<file path="src/rtl/fetch_prefetch_unit.sv">
// Instruction fetch stage: owns the fetch PC, issues in-order word reads to instruction memory and
// queues returned words with their PC for decode; redirects flush the queue and drop stale replies.
module fetch_prefetch_unit #(
    parameter int unsigned DEPTH    = 4,
    parameter logic [31:0] RESET_PC = 32'h0000_0000
) (
    input  logic        clk,
    input  logic        reset,
    input  logic        halt,
    input  logic        redirect_valid,
    input  logic [31:0] redirect_pc,
    output logic        imem_req_valid,
    input  logic        imem_req_ready,
    output logic [31:0] imem_req_addr,
    input  logic        imem_resp_valid,
    input  logic [31:0] imem_resp_data,
    output logic        inst_valid,
    input  logic        inst_ready,
    output logic [31:0] inst_data,
    output logic [31:0] inst_pc
);

    localparam int unsigned CW = $clog2(DEPTH + 1);
    localparam int unsigned PW = $clog2(DEPTH);

    logic [31:0]   fetch_pc_q, fetch_pc_d;
    logic [31:0]   exp_pc_q, exp_pc_d;
    logic [CW-1:0] count_q, count_d;
    logic [CW-1:0] inflight_q, inflight_d;
    logic [CW-1:0] discard_q, discard_d;
    logic [PW-1:0] wr_ptr_q, wr_ptr_d;
    logic [PW-1:0] rd_ptr_q, rd_ptr_d;
    logic [31:0]   hold_data_q, hold_data_d;
    logic [31:0]   hold_pc_q, hold_pc_d;
    logic [31:0]   buf_data_q [DEPTH];
    logic [31:0]   buf_pc_q   [DEPTH];

    logic [CW:0]   used;
    logic [CW:0]   pending;
    logic          req_fire;
    logic          push;
    logic          pop;

    assign inst_valid    = (count_q != '0);
    assign inst_data     = inst_valid ? buf_data_q[rd_ptr_q] : hold_data_q;
    assign inst_pc       = inst_valid ? buf_pc_q[rd_ptr_q]   : hold_pc_q;
    assign imem_req_addr = fetch_pc_q;

    always_comb begin
        used    = {1'b0, count_q} + {1'b0, inflight_q} + {1'b0, discard_q};
        pending = {1'b0, discard_q} + {1'b0, inflight_q};
        // Credit covers queued words plus every outstanding reply, stale or not.
        imem_req_valid = reset && !halt && !redirect_valid && (used < (CW + 1)'(DEPTH));
        req_fire = imem_req_valid && imem_req_ready;
        push     = imem_resp_valid && !redirect_valid && (discard_q == '0) && (inflight_q != '0);
        pop      = inst_valid && inst_ready && !redirect_valid;

        fetch_pc_d  = fetch_pc_q;
        exp_pc_d    = exp_pc_q;
        count_d     = count_q;
        inflight_d  = inflight_q;
        discard_d   = discard_q;
        wr_ptr_d    = wr_ptr_q;
        rd_ptr_d    = rd_ptr_q;
        hold_data_d = hold_data_q;
        hold_pc_d   = hold_pc_q;

        if (inst_valid) begin
            hold_data_d = buf_data_q[rd_ptr_q];
            hold_pc_d   = buf_pc_q[rd_ptr_q];
        end

        if (redirect_valid) begin
            fetch_pc_d = {redirect_pc[31:2], 2'b00};
            exp_pc_d   = {redirect_pc[31:2], 2'b00};
            count_d    = '0;
            inflight_d = '0;
            wr_ptr_d   = '0;
            rd_ptr_d   = '0;
            // A reply arriving with the redirect retires one of the now-stale slots.
            discard_d  = CW'(pending - {{CW{1'b0}}, (imem_resp_valid && (pending != '0))});
        end else begin
            if (req_fire) begin
                fetch_pc_d = fetch_pc_q + 32'd4;
            end
            if (imem_resp_valid && (discard_q != '0)) begin
                discard_d = discard_q - CW'(1);
            end
            if (push) begin
                exp_pc_d = exp_pc_q + 32'd4;
                wr_ptr_d = wr_ptr_q + PW'(1);
            end
            if (pop) begin
                rd_ptr_d = rd_ptr_q + PW'(1);
            end
            inflight_d = inflight_q + CW'(req_fire) - CW'(push);
            count_d    = count_q + CW'(push) - CW'(pop);
        end
    end

    always_ff @(posedge clk or negedge reset) begin
        if (!reset) begin
            fetch_pc_q  <= RESET_PC;
            exp_pc_q    <= RESET_PC;
            count_q     <= '0;
            inflight_q  <= '0;
            discard_q   <= '0;
            wr_ptr_q    <= '0;
            rd_ptr_q    <= '0;
            hold_data_q <= '0;
            hold_pc_q   <= '0;
        end else begin
            fetch_pc_q  <= fetch_pc_d;
            exp_pc_q    <= exp_pc_d;
            count_q     <= count_d;
            inflight_q  <= inflight_d;
            discard_q   <= discard_d;
            wr_ptr_q    <= wr_ptr_d;
            rd_ptr_q    <= rd_ptr_d;
            hold_data_q <= hold_data_d;
            hold_pc_q   <= hold_pc_d;
        end
    end

    // Storage needs no reset: it is only visible through the count-gated head mux.
    always_ff @(posedge clk) begin
        if (push) begin
            buf_data_q[wr_ptr_q] <= imem_resp_data;
            buf_pc_q[wr_ptr_q]   <= exp_pc_q;
        end
    end

endmodule

</file>
<file path="config.mk">
export PLATFORM = sky130hd
export DESIGN_NAME = fetch_prefetch_unit
export DESIGN_NICKNAME = d
export VERILOG_FILES = /design/src/rtl/fetch_prefetch_unit.sv
export SDC_FILE = /design/constraint.sdc
export NUM_CORES = 1
export LEC_CHECK = 0
export CORE_MARGIN = 3
export CORE_UTILIZATION = 31
export CTS_CLUSTER_DIAMETER = 40
export DETAILED_ROUTE_END_ITERATION = 16
export SETUP_SLACK_MARGIN = 0.02
export SYNTH_ARGS = -nofsm -noshare
export SYNTH_HDL_FRONTEND = slang
export SYNTH_SLANG_ARGS = --single-unit
</file>
<file path="constraint.sdc">
create_clock -name clk -period 5.27 [get_ports clk]
set_input_delay 1.054 -clock clk [delete_from_list [all_inputs] [get_ports clk]]
set_output_delay 1.054 -clock clk [all_outputs]
set_load 0.01 [all_outputs]
</file>
==> qor.yml <==
clocking:
  h-tree-depth: 2
  cts_resized: 0
  cts_root_buf: "clkbuf_16"
  tritoncts: "yes"
  cts.clk_slew.worst_paths_ns: 0.06
  cts_setup_buffers: 0
  cts_sinks: 385
  hold_buffers: 0
  clockBufferDepth: 3
  numCtsBuffers: 56
  clk-insertion-delay-late_ns: 0.59
yosys:
  synth_warnings: 0
  synth_top_cell_by_area: "edfxtp_1"
  synthArstFlopShare_pct: 35.6
  synth_edf_count: 248
  yosysSeqAreaShare_pct: 69.3
  synth_area_per_cell_um2: 14.6
  synth_top_area_share_pct: 47.5
  yosys_register_bits: 385
  netlist_instances: 1073
  syn_area_um2: 15700
  yosys_most_used_dff: "edfxtp_1"
  synth_cell_types: 56
  ys_top_cells_by_area: "edfxtp_1 (47%), dfrtp_1 (22%), mux4_2 (8.9%)"
finish:
  diodes: 0
  drive_gt1_share_pct: 14.9
  area_growth_syn_to_layout_pct: 27.6
  layout_common_cells: "nand2_1 (248), edfxtp_1 (248), clkdlybuf4s50_1 (162), dfrtp_1 (135), mux4_2 (62)"
  fin_nets: 1354
worst_setup_path:
  r2r_start: "inflight_q[1]"
  crit_arrival_ns: 3.55
  crit_start: "inflight_q[1]"
  critPathSlowestCell: "clkdlybuf4s50_1"
  startpoint_type: "flop"
  required_ns: 4.22
  path_max_fanout: 6
  path_class: "reg -> out"
  rrSetupSlack_ns: 1.63
  cp_common_cell: "fa_1"
  slowest_delay_ns: 0.65
  crit_path_end_kind: "primary output"
  path_cells: "inv_1 > fa_1 > or2_2 > fa_1 > xnor2_1 > nor4_1 > clkdlybuf4s50_1"
place:
  dp_slack_ns: 1.25
  dpl.hpwl_mm: 22.4
  io_buffers: 164
  gp_congestion: 0.776
timing:
  hold_slack_ns: 0.413
  max-slew-margin-rel_pct: 30.2
  layout_setup_ws_ns: 0.670
  fmax_mhz: 217
  finClkSkew_ns: 0.0245
  rsz0062_at_grt: "false"
  fin_crit_sh_pct: 87.3
  fin_crit_ns: 4.60
  report.final.slew_viol_count: 0
  setup_viol: 0
  fin_setup_tns_ns: 0
  tightest_slew_ns: 1.05
  finalHoldViolations: 0
floorplan:
  num_rows: 81
  die_y_um: 231
  initial_core_util_pct: 31.7
  ios: 169
  core_um2: 49500
  die_w_um: 231
  dieArea_um2: 53300
detailed_routing:
  dr.pass1.iters: 4
  routedWlPerCell_um: 18.3
  dr_total_vias: 9413
  wl_mm: 36.1
  ant_nets: 0
  drcViolationCount: 0
  routed_via_density: 4.78
  detail_route.iter0.violations: 526
pwr:
  p_per_area_nw_per_um2: 496
  cellLeakagePower_nw: 7.32
  clkPwrFrac_pct: 38.0
  p_int_mw: 7.01
  pwr-share-seq_pct: 37.8
  p_sw_mw: 2.93
  max-vdd-ir-drop_mv: 0.253
  switching_share_pct: 29.4
  p_comb_share_pct: 24.2
min_path:
  hp-class: "in -> async"
global_route:
  grt_antenna_before_repair: 1
  grt.overflow.total: 0
  grt_start_max_net_pins: 65
  first_global_vias: 9788
  grt.total_usage_pct: 13.8
  grt_pass1_wl_mm: 57.2
run:
  drv_cap: 0
run_status:
  outcome: "finished clean"
-- metal layers --
metal  vias to the layer above  global-route usage (%)  share of wire [%]
met5                         -                       0                  0
met4                         0                    3.39                1.7
met3                        48                    3.28                5.6
met2                       231                    22.0                 46
met1                      4778                    19.2                 46
li1                       4356                       -                  -
-- path summary, 6_finish.rpt --
path                                   endpoint  cells past startpoint
worst max-delay path             imem_req_valid                      7
worst min-delay path                 count_q[1]                      1
worst max register to register    inflight_q[2]                     14
worst min register to register  hold_data_q[18]                      2
max in group asynchronous           rd_ptr_q[0]                      2
min in group clk                hold_data_q[18]                      2
-- state kept, by name, summed over array words and instances (netlist names) --
signal         flops
buf_pc_q         120
inflight_q         3
rd_ptr_q           2
imem_req_addr     30
discard_q          3
exp_pc_q          30
hold_data_q       32
wr_ptr_q           2
hold_pc_q         32
buf_data_q       128
count_q            3
-- worst max-delay path: cells and delay by family, from the launching register on --
family | cells | cell delay, ns
xor+xnor | 1 | 0.21
fa+ha+maj | 2 | 0.83
buf+inv | 2 | 0.75
flops | 1 | 0.51
simple gates | 2 | 0.65
-- cell usage after synthesis (all sizes together), types with 2 or more instances --
master  count
a31o        2
nor3       14
o311ai      3
o31ai       2
mux4       62
buf        26
or3         5
nor2b       3
nand4      23
clkbuf     23
edfxtp    248
o211ai     19
fa          6
nor4        4
dfrtp     137
a31oi       5
nand3b      2
and2        9
nor2       23
mux2i       2
a21oi       6
nand2     248
and3       12
nand3      46
nor3b       2
xor2       25
nand4b      2
xnor2      14
and4        3
inv        20
or4         4
o21ai      43
ha         18
-- cell type report --
type / instances / area [µm²]
timing repair buffer: 176 / 1750
fill: 4688 / 29400
inverter: 20 / 80.1
clock inverter: 44 / 492
tap: 664 / 831
multi-input combinational: 620 / 4520
sequential: 385 / 10900
clock buffer: 62 / 1470
-- power groups by stage --
stage	combinational [mW]	clock [mW]	sequential (mW)
detailed placement	2.48	0	3.82
CTS	2.49	3.88	3.76
finish	2.41	3.78	3.76
global route	2.67	4.00	3.80
global placement	2.45	0	3.81
floorplan	1.27	0	3.74
-- stage by stage --
stage / utilization (%) / area (µm²) / cells / power [mW]
2_1_floorplan: - / 15700 / 1074 / 5.00
3_3_place_gp: 36.5 / 18100 / 1865 / 6.26
3_5_place_dp: 36.5 / 18100 / 1865 / 6.30
4_1_cts: 40.5 / 20000 / 1971 / 10.1
5_1_grt: 40.5 / 20000 / 1971 / 10.5
6_report: 40.5 / 20000 / 1971 / 9.94
-- logic make-up (layout without fill, tap and decap cells) --
| family | count (synthesis) | in the layout | share of synthesized area (%) |
|---|---|---|---|
| AOI/OAI and AO/OA | 86 | 86 | 3.37 |
| and+or+nand+nor | 404 | 404 | 11.8 |
| DFF | 385 | 385 | 69.3 |
| xor gates and xnor gates | 39 | 39 | 2.18 |
| other | 1 | 2 | 0.0239 |
| muxes | 65 | 65 | 9.10 |
| buffers and inverters | 69 | 302 | 2.01 |
| adders and majority gates | 24 | 24 | 2.20 |
(Power assumes the default switching activity.)
